==> src/rtl/mips32_reg_dump.sv <==
// Register-file readout engine: after a HALTED rising edge or a start pulse it
// streams a header word and then every register, in ascending order, on a valid/ready port.
module mips32_reg_dump #(
  parameter int          NREG    = 32,
  parameter int          AW      = 5,
  parameter int          DW      = 32,
  parameter logic [15:0] HDR_TAG = 16'hD0D0
) (
  input  logic          clk1,
  input  logic          rst_n,
  input  logic          halted,
  input  logic          start,
  output logic [AW-1:0] reg_addr,
  input  logic [DW-1:0] reg_data,
  output logic          m_valid,
  input  logic          m_ready,
  output logic [DW-1:0] m_data,
  output logic          m_last,
  output logic          busy,
  output logic          done
);

  typedef enum logic [1:0] {S_IDLE, S_HDR, S_DATA, S_DONE} state_t;

  // idx must reach NREG itself (one past the last register) without wrapping.
  localparam int            IW       = (AW > 8) ? AW + 1 : 9;
  localparam logic [IW-1:0] LAST_IDX = IW'(NREG - 1);
  localparam logic [DW-1:0] HDR_WORD = (DW'(HDR_TAG) << (DW - 16)) | DW'(8'(NREG));

  state_t          state_q, state_d;
  logic [IW-1:0]   idx_q, idx_d;
  logic            halted_q, halted_d;
  logic            m_valid_q, m_valid_d;
  logic [DW-1:0]   m_data_q, m_data_d;
  logic            m_last_q, m_last_d;
  logic            done_q, done_d;
  logic            trigger;
  logic            handshake;

  assign trigger   = start | (halted & ~halted_q);
  assign handshake = m_valid_q & m_ready;

  always_comb begin
    state_d   = state_q;
    idx_d     = idx_q;
    halted_d  = halted;
    m_valid_d = m_valid_q;
    m_data_d  = m_data_q;
    m_last_d  = m_last_q;
    done_d    = done_q;
    case (state_q)
      S_IDLE, S_DONE: begin
        if (trigger) begin
          state_d   = S_HDR;
          m_valid_d = 1'b1;
          m_data_d  = HDR_WORD;
          m_last_d  = 1'b0;
          idx_d     = '0;
          done_d    = 1'b0;
        end
      end
      S_HDR: begin
        if (handshake) begin
          state_d  = S_DATA;
          m_data_d = reg_data;
          m_last_d = (idx_q == LAST_IDX);
          idx_d    = idx_q + 1'b1;
        end
      end
      S_DATA: begin
        if (handshake) begin
          if (m_last_q) begin
            state_d   = S_DONE;
            m_valid_d = 1'b0;
            m_last_d  = 1'b0;
            done_d    = 1'b1;
          end else begin
            // reg_addr follows idx, so reg_data here is the next register to present.
            m_data_d = reg_data;
            m_last_d = (idx_q == LAST_IDX);
            idx_d    = idx_q + 1'b1;
          end
        end
      end
      default: state_d = S_IDLE;
    endcase
  end

  always_ff @(posedge clk1) begin
    if (!rst_n) begin
      state_q   <= S_IDLE;
      idx_q     <= '0;
      halted_q  <= 1'b0;
      m_valid_q <= 1'b0;
      m_data_q  <= '0;
      m_last_q  <= 1'b0;
      done_q    <= 1'b0;
    end else begin
      state_q   <= state_d;
      idx_q     <= idx_d;
      halted_q  <= halted_d;
      m_valid_q <= m_valid_d;
      m_data_q  <= m_data_d;
      m_last_q  <= m_last_d;
      done_q    <= done_d;
    end
  end

  assign reg_addr = idx_q[AW-1:0];
  assign m_valid  = m_valid_q;
  assign m_data   = m_data_q;
  assign m_last   = m_last_q;
  assign busy     = (state_q == S_HDR) || (state_q == S_DATA);
  assign done     = done_q;

endmodule

==> config.mk <==
export PLATFORM = sky130hd
export DESIGN_NAME = mips32_reg_dump
export DESIGN_NICKNAME = d
export VERILOG_FILES = /design/src/rtl/mips32_reg_dump.sv
export SDC_FILE = /design/constraint.sdc
export NUM_CORES = 1
export LEC_CHECK = 0
export ABC_CLOCK_PERIOD_IN_PS = 2000
export CORE_UTILIZATION = 40
export DETAILED_ROUTE_END_ITERATION = 10
export PLACE_DENSITY = 0.75
export SYNTH_ARGS = -nofsm -noshare
export SYNTH_HDL_FRONTEND = slang
export SYNTH_SLANG_ARGS = --single-unit
export TNS_END_PERCENT = 30
==> constraint.sdc <==
create_clock -name clk1 -period 2 [get_ports clk1]
set_clock_uncertainty 0.15 [all_clocks]
set_input_delay 0.4 -clock clk1 [delete_from_list [all_inputs] [get_ports clk1]]
set_output_delay 0.4 -clock clk1 [all_outputs]
set_load 0.01 [all_outputs]
==> results.py, run 1 <==
metrics = {
    "cts": {
        "cts_inserted_buffers": 5,
        "max-clock-path-buffers": 2,
        "clock-sinks": 47,
        "htree_num_levels": 2,
        "cts_tree": "built",
        "clk_latency_ns": 0.30,
        "cts_hold_buf": 0,
        "clkTransAtPathRegs_ns": 0.09,
        "cts-root-buf": "clkbuf_8",
    },
    "floorplan": {
        "die_x_um": 75.9,
        "rows": 26,
        "die_h_um": 75.9,
        "initial_core_util_pct": 42.3,
        "ios": 78,
        "core_area_um2": 5170,
        "dieArea_um2": 5770,
    },
    "global_route": {
        "grt_max_degree": 31,
        "grt_use_total_pct": 20.5,
        "grt_pass1_wl_mm": 9.64,
        "grt_overflow": 0,
        "grt_pass1_vias": 2091,
        "antenna_found_initial": 0,
    },
    "routing": {
        "ant_nets": 0,
        "avgRoutedWirePerCell_um": 14.7,
        "initialDrtViolationCount": 145,
        "drt-total-wl_mm": 5.90,
        "vias": 2179,
        "firstDrtPassIters": 4,
        "route.detailed.drc": 0,
        "viasPerCell": 5.42,
    },
    "power_and_ir_drop": {
        "p_per_area_nw_per_um2": 1430,
        "vdd.ir_drop.worst_mv": 1.06,
        "leakagePower_uw": 0.00128,
    },
    "logic_synthesis": {
        "ys_types": 42,
        "seq_area_frac_synth_pct": 43.0,
        "syn_area_per_cell_um2": 8.96,
        "synth_cells": 244,
        "synth_warnings": 0,
        "syn-num-nets": 285,
        "synth_seq_cells": 47,
        "syn-cell-area_um2": 2190,
    },
    "worst_setup_path": {
        "cp.required_ns": 2.07,
        "endpoint_kind": "flop",
        "cp.arrival_ns": 2.01,
        "cp_max_fo": 15,
        "cp-start-kind": "flop",
        "path_class": "reg2reg",
    },
    "finish": {
        "drive_gt1_share_pct": 15.7,
        "syn_to_final_growth_pct": 52.5,
        "fin_cells": 402,
        "fin_util_pct": 64.5,
        "final_area_um2": 3330,
        "n_antenna_cell": 0,
        "nNetsFinal": 372,
    },
    "placement": {
        "io_buffers": 77,
        "gp_congestion": 0.811,
        "hpwl_mm": 4.05,
        "dpl.cell_count": 389,
        "placed_cell_area_um2": 3140,
    },
    "sta": {
        "period_minus_slack_ns": 1.93,
        "fmax_mhz": 518,
        "tightest_slew_ns": 0.392,
        "fin_crit_sh_pct": 96.6,
        "slew_viol_final": 0,
        "slew_headroom_pct": 73.8,
        "final-setup-viol-count": 0,
        "hold_viol": 0,
    },
    "hold_path": {
        "hp-class": "reg2reg",
    },
    "job": {
        "drv_cap": 0,
    },
    "status": {
        "status": "complete, no violations",
    },
}
-- where the power goes --
group	switching (uW)	internal (uW)	leakage [uW]
Clock	333	405	0.0000612
Combinational	1360	1340	0.000833
Sequential	145	1200	0.000385
Total	1830	2950	0.00128
-- synth_stat cells --
cell / number / area (um^2)
a21oi_4: 1 / 16.3
a21boi_1: 22 / 165
o211a_1: 7 / 70.1
o21ai_1: 2 / 10.0
a21boi_0: 8 / 60.1
and2b_1: 1 / 7.51
o21ai_0: 32 / 160
and4_1: 2 / 17.5
nor2b_1: 1 / 6.26
or3_1: 8 / 50.1
buf_4: 5 / 37.5
nand2b_1: 3 / 18.8
nand3b_1: 1 / 7.51
nand3_2: 1 / 10.0
nor2_1: 4 / 15.0
nand3b_2: 1 / 11.3
and3_1: 3 / 18.8
o21bai_1: 1 / 7.51
clkbuf_1: 11 / 41.3
a21o_1: 2 / 15.0
a21boi_2: 1 / 11.3
o31ai_1: 5 / 37.5
buf_2: 7 / 35.0
nor4_1: 1 / 6.26
a31oi_1: 3 / 18.8
buf_1: 1 / 3.75
and2_1: 1 / 6.26
buf_6: 1 / 11.3
nand3_1: 29 / 145
ha_1: 4 / 50.1
a21oi_1: 3 / 15.0
clkbuf_2: 1 / 5.00
nor2_2: 1 / 6.26
nor3_2: 1 / 10.0
o311ai_1: 7 / 61.3
inv_1: 3 / 11.3
inv_2: 1 / 3.75
or4_1: 1 / 7.51
mux2i_1: 2 / 20.0
o31a_1: 1 / 8.76
dfxtp_1: 47 / 941
nand2_1: 7 / 26.3
-- cells by family after synthesis --
group	count (synthesis)	share of synthesized area [%]
multiplexers	2	0.915
AO/OA/AOI/OAI	95	30.0
buffers and inverters	30	6.81
AND/OR/NAND/NOR	66	16.9
adder cells (fa/ha/maj)	4	2.29
flip-flops	47	43.0
-- metal layers --
metal	vias up	GRT usage [%]	wire, um
met5	-	0	0
li1	1064	-	-
met4	0	5.77	42
met2	56	36.8	2990
met1	1054	23.8	2540
met3	5	5.54	332
-- layout make-up --
| cell class | instances | area (um^2) |
|---|---|---|
| clock buffer | 6 | 82.6 |
| inverter | 4 | 17.5 |
| sequential | 47 | 943 |
| clock inverter | 2 | 35.0 |
| timing repair buffer | 106 | 1040 |
| fill | 453 | 1840 |
| multi-input combinational | 167 | 1130 |
| tap | 70 | 87.6 |
-- state kept, by name (all words and copies together) (netlist names) --
signal	flops
m_last	1
m_data	32
idx_q	9
done	1
m_valid	1
halted_q	1
state_q	2
-- critical path, cell delays in order (launching register included) --
cell	delay [ns]
dfxtp_2	0.33
buf_4	0.14
ha_1	0.21
a21boi_2	0.17
buf_4	0.16
a21oi_4	0.15
buf_4	0.16
buf_12	0.13
nand3_1	0.08
a21boi_1	0.17
-- placed cells by master (no fill, tap or decap), types with 7 or more instances in the layout --
| cell type | instances |
|---|---|
| a21boi_0 | 8 |
| clkdlybuf4s50_1 | 76 |
| o21ai_0 | 32 |
| o211a_1 | 7 |
| dfxtp_1 | 45 |
| a21boi_1 | 21 |
| buf_4 | 21 |
| nand3_1 | 29 |
| nand2_1 | 7 |
| or3_1 | 8 |
-- path summary, 6_finish.rpt --
kind | from | endpoint | slack, ns | cells past startpoint
max | state_q[0] | m_data[21] | 0.07 | 9
max reg2reg | state_q[0] | m_data[21] | 0.07 | 9
min reg2reg | m_data[27] | m_data[27] | 0.33 | 2
min | m_data[27] | m_data[27] | 0.33 | 2
-- what timing repair did --
action / 4_1_cts / 5_1_grt
setup endpoints to repair: 3 / 29
cloned: 0 / 1
pin swaps: 1 / 3
buffers inserted: 0 / 4
gates resized for setup: 3 / 14
-- per-stage QoR --
step	hold WS (ns)	TNS [ns]	total power, uW	worst slack (ns)
final	0.325	0	4780	0.0681
after global placement	0.295	-3.37	3870	-0.137
after global routing	0.348	-0.00678	5110	-0.00678
after floorplan	0.281	0	2700	0.0745
after CTS	0.320	0	4640	0.0190
after detailed placement	0.303	-4.14	3910	-0.175
Note: power is estimated with default switching activity, not from simulation.
==> run 2: changes to the inputs <==
--- a/config.mk
+++ b/config.mk
@@ -10,4 +10,5 @@
 export DETAILED_ROUTE_END_ITERATION = 10
 export PLACE_DENSITY = 0.75
+export SLEW_MARGIN = 20
 export SYNTH_ARGS = -nofsm -noshare
 export SYNTH_HDL_FRONTEND = slang
--- a/constraint.sdc
+++ b/constraint.sdc
@@ -3,3 +3,3 @@
 set_input_delay 0.4 -clock clk1 [delete_from_list [all_inputs] [get_ports clk1]]
 set_output_delay 0.4 -clock clk1 [all_outputs]
-set_load 0.01 [all_outputs]
+set_load 0.1 [all_outputs]
==> run 2 against run 1 <==
Highest routed layer unchanged. Core utilization increased by 6.4 points. Global-route usage fell by 0.051 points. Largest cell class is now non-clock buffers. Cell count down 1.0%. Final area grew 9.9%. Fmax hardly changed. Critical path type is now reg2out. Wire length rose by 0.24%. Flip-flop and latch count is the same. Via count up 1.5%.
==> results.py, run 2 (synthesized netlist as in run 1, its figures left out) <==
metrics = {
    "status": {
        "status": "complete, no violations",
    },
    "finish": {
        "final_cell_mix": "buf_12 (44), dfxtp_1 (43), clkdlybuf4s50_1 (36), o21ai_0 (31), nand3_1 (29)",
        "drive_gt1_share_pct": 25.6,
        "final_area_um2": 3670,
        "syn_to_final_growth_pct": 67.6,
        "n_antenna_cell": 0,
        "fillCellCount": 380,
        "nNetsFinal": 368,
        "layout_commonest_cell": "buf_12",
        "largest_reg_flops": 32,
    },
    "floorplan": {
        "dieArea_um2": 5770,
        "die_x_um": 75.9,
        "die_h_um": 75.9,
        "initial_core_util_pct": 42.3,
        "ios": 78,
        "rows": 26,
        "core_area_um2": 5170,
    },
    "placement": {
        "dp_slack_ns": -0.193,
        "hpwl_mm": 4.31,
        "io_buffers": 77,
        "placed_cell_area_um2": 3540,
        "gp_congestion": 0.787,
    },
    "routing": {
        "firstDrtPassIters": 4,
        "viasPerCell": 5.56,
        "ant_nets": 0,
        "drt-total-wl_mm": 5.91,
        "route.detailed.drc": 0,
        "vias": 2211,
        "initialDrtViolationCount": 229,
        "avgRoutedWirePerCell_um": 14.8,
    },
    "sta": {
        "final-setup-viol-count": 0,
        "fmax_mhz": 517,
        "rsz0062_at_grt": "no",
        "worst_slack_ns": 0.0668,
        "fin_crit_sh_pct": 96.7,
        "period_minus_slack_ns": 1.93,
        "slew_headroom_pct": 77.7,
        "tightest_slew_ns": 0.334,
        "hold_viol": 0,
        "slew_viol_final": 0,
    },
    "global_route": {
        "grt_overflow": 0,
        "grt_use_total_pct": 20.5,
        "grt_max_degree": 23,
        "antenna_found_initial": 0,
        "grt_pass1_vias": 2086,
        "grt_pass1_wl_mm": 9.74,
    },
    "worst_setup_path": {
        "cp.buffers_inverters": 4,
        "cp.arrival_ns": 1.38,
        "cp.required_ns": 1.45,
        "path_class": "reg2out",
        "crit_slowest_cell": "dfxtp_2",
        "cp_top_family": "buffers and inverters",
        "cp-start-kind": "flop",
        "crit_path_cell_trace": "inv_1 -> ha_4 -> inv_4 -> buf_4 -> buf_12",
        "endpoint_kind": "primary output",
        "cp_max_fo": 5,
        "crit_path_max_incr_delay_ns": 0.36,
    },
    "job": {
        "drv_cap": 0,
    },
    "cts": {
        "cts_inserted_buffers": 5,
        "cts-root-buf": "clkbuf_8",
        "cts_hold_buf": 0,
        "cts_tree": "built",
        "clk_latency_ns": 0.29,
        "max-clock-path-buffers": 2,
        "htree_num_levels": 2,
        "clkTransAtPathRegs_ns": 0.08,
        "clock-sinks": 47,
    },
    "hold_path": {
        "hp-class": "reg2reg",
    },
}
[run 2: cell type report]
cell class                      count  area [um^2]  area share [%]
Timing Repair Buffer              102         1410            38.5
Clock buffer                        7         76.3            2.08
Inverter                            4         17.5           0.478
Multi-Input combinational cell    167         1120            30.6
Sequential cell                    47          946            25.8
Clock inverter                      1         5.00           0.137
Tap cell                           70         87.6            2.39
[run 2: routing by layer]
layer / track usage [%] / part of all wire [%] / vias up
met5: 0 / 0 / -
met4: 7.12 / 1.7 / 0
met3: 5.54 / 6.2 / 11
met2: 33.4 / 49 / 67
met1: 26.0 / 43 / 1070
li1: - / - / 1063
[run 2: per-stage QoR]
stage / instances / hold slack (ns) / TNS (ns) / utilization [%]
after global placement: 388 / 0.295 / -3.39 / 68.5
final: 398 / 0.328 / 0 / 70.9
after CTS: 398 / 0.322 / 0 / 70.6
after global routing: 398 / 0.350 / 0 / 70.9
after floorplan: 244 / 0.281 / 0 / -
after detailed placement: 388 / 0.312 / -4.45 / 68.5
[run 2: timing repair]
| action | CTS | global route |
|---|---|---|
| gates resized for setup | 2 | 5 |
| endpoints found under the setup margin | 6 | 11 |
| cloned | 0 | 0 |
| buffers inserted | 2 | 0 |
[run 2: worst reg2reg max path, stage by stage (launching register included)]
cell      delay (ns)
dfxtp_2         0.36
inv_1           0.08
ha_4            0.26
nor4_1          0.20
nand3b_1        0.13
or4_1           0.52
a21boi_1        0.13
[run 2: final timing paths]
kind | from | end | slack, ns | cells after the start
setup reg to reg | state_q[0] | m_last | 0.10 | 6
hold reg to reg | idx_q[8] | idx_q[8] | 0.33 | 1
setup / recovery | state_q[0] | busy | 0.07 | 5
hold / removal | idx_q[8] | idx_q[8] | 0.33 | 1
Power of run 2 is not shown: default switching activity piles up to over one toggle a cycle in this logic, so the estimate is an artifact.
==> run 3: changes to the inputs <==
Settings changed: CORE_MARGIN from default to 2, SETUP_SLACK_MARGIN from default to 0.02.
==> run 3 against run 2 <==
First-iteration DRC count decreased by 25%. Fmax decreased by 1.4%. Via count decreased by 0.90%. Cell count unchanged. Worst hold slack improved by 0.021 ns. Final area increased by 2.3%. Setup slack got worse by 0.027 ns. Critical path depth unchanged. Clock-buffer cell count decreased by 1. Flip-flop and latch count unchanged. Non-clock buffer count unchanged. Sequential share of layout area decreased by 0.62 points.
==> results.py, run 3 (synthesized netlist as in run 1, its figures left out) <==
metrics = {
    "status": {
        "status": "complete, no violations",
    },
    "routing": {
        "drt-total-wl_mm": 6.51,
        "ant_nets": 0,
        "initialDrtViolationCount": 171,
        "firstDrtPassIters": 4,
        "vias": 2191,
        "viasPerCell": 5.51,
        "route.detailed.drc": 0,
        "avgRoutedWirePerCell_um": 16.4,
    },
    "finish": {
        "layout_commonest_cell": "buf_12",
        "final_area_um2": 3750,
        "syn_to_final_growth_pct": 71.5,
        "drive_gt1_share_pct": 27.4,
        "fillCellCount": 378,
        "final_cell_mix": "buf_12 (45), dfxtp_1 (44), clkdlybuf4s50_1 (36), o21ai_0 (32), nand3_1 (29)",
        "nNetsFinal": 368,
        "n_antenna_cell": 0,
        "largest_reg_flops": 32,
    },
    "global_route": {
        "grt_use_total_pct": 21.0,
        "antenna_found_initial": 0,
        "grt_max_degree": 50,
        "grt_overflow": 0,
        "grt_pass1_vias": 2241,
        "grt_pass1_wl_mm": 10.4,
    },
    "hold_path": {
        "whs_endpoint": "state_q[1]",
        "holdCritStartpoint": "state_q[1]",
        "min_path_cells": 2,
        "hp-class": "reg2reg",
    },
    "sta": {
        "period_minus_slack_ns": 1.96,
        "slew_headroom_pct": 72.2,
        "slew_viol_final": 0,
        "tightest_slew_ns": 0.415,
        "final-setup-viol-count": 0,
        "fmax_mhz": 510,
        "fin_crit_sh_pct": 98.0,
        "hold_viol": 0,
    },
    "floorplan": {
        "rows": 26,
        "dieArea_um2": 6080,
        "core_area_um2": 5200,
        "die_h_um": 77.9,
        "die_x_um": 77.9,
        "ios": 78,
        "initial_core_util_pct": 42.0,
    },
    "worst_setup_path": {
        "path_class": "reg2out",
        "cp-start-kind": "flop",
        "cp.required_ns": 1.45,
        "crit_path_cell_trace": "inv_1 -> ha_4 -> inv_2 -> buf_12 -> buf_12",
        "crit_slowest_cell": "dfxtp_1",
        "rr_endpoint": "m_data[1]",
        "cp_max_fo": 5,
        "r2r-start": "state_q[0]",
        "cpMostUsedCell": "buf_12",
        "rrSetupSlack_ns": 0.07,
        "cp.arrival_ns": 1.41,
        "critPathLaunch": "state_q[0]",
        "endpoint_kind": "primary output",
        "rr_worst_depth": 7,
        "crit_path_max_incr_delay_ns": 0.36,
    },
    "cts": {
        "cts_tree": "built",
        "cts_inserted_buffers": 5,
        "clock-sinks": 47,
        "clk_latency_ns": 0.30,
        "max-clock-path-buffers": 2,
        "cts-root-buf": "clkbuf_8",
        "htree_num_levels": 2,
        "clkTransAtPathRegs_ns": 0.09,
    },
    "placement": {
        "gp_congestion": 0.834,
        "placed_cell_area_um2": 3510,
        "hpwl_mm": 4.14,
        "io_buffers": 77,
    },
    "job": {
        "drv_cap": 0,
    },
}
-- run 3: cell types whose count changed in the layout (fill, tap and decap cells not counted), sizes merged --
cell / previous run / this run
buf: 66 / 64
inv: 4 / 5
clkinvlp: 0 / 1
clkbuf: 7 / 8
clkinv: 1 / 0
-- run 3: what timing repair did --
| action | in CTS | in global routing |
|---|---|---|
| endpoints found under the setup margin | 8 | 35 |
| hold buffers | 0 | 0 |
| pin swaps | 0 | 1 |
| buffers inserted | 0 | 4 |
| gates resized for setup | 4 | 8 |
| cloned | 0 | 2 |
-- run 3: through the flow --
| stage | setup slack (ns) | std cells | utilization (%) | hold slack, ns | TNS, ns |
|---|---|---|---|---|---|
| 2_1_floorplan | 0.0399 | 244 | - | 0.281 | 0 |
| 3_3_place_gp | -0.128 | 384 | 67.5 | 0.312 | -3.87 |
| 3_5_place_dp | -0.182 | 384 | 67.5 | 0.320 | -5.42 |
| 4_1_cts | 0.0236 | 392 | 69.6 | 0.333 | 0 |
| 5_1_grt | -0.0146 | 398 | 72.1 | 0.377 | -0.0199 |
| 6_report | 0.0401 | 398 | 72.1 | 0.349 | 0 |
-- run 3: cell type report --
class                      count  area (um^2)  share of cell area, %
timing repair buffer         102         1450                   38.8
multi-input combinational    167         1160                   31.0
sequential                    47          945                   25.2
tap                           70         87.6                   2.33
clock buffer                   6         72.6                   1.93
clock inverter                 2         16.3                  0.434
inverter                       4         15.0                  0.400
-- run 3: layer usage --
| layer | wire length (um) | GRT usage, % | vias to the layer above |
|---|---|---|---|
| met2 | 3250 | 35.0 | 90 |
| met3 | 565 | 5.58 | 6 |
| li1 | - | - | 1060 |
| met5 | 0 | 0 | - |
| met4 | 54 | 8.42 | 0 |
| met1 | 2640 | 25.6 | 1035 |
-- run 3: how the worst max path moves through the flow --
stage	to
floorplan	m_data[20]
global placement	m_data[20]
detailed placement	m_data[3]
CTS	busy
global route	m_data[1]
finish	busy
-- run 3: critical path: cells and delay by family, from the launching register on --
kind	cells	cell delay [ns]
flops	1	0.36
fa+ha+maj	1	0.27
buf+inv	4	0.47
Power of run 3 is left out for the same reason.
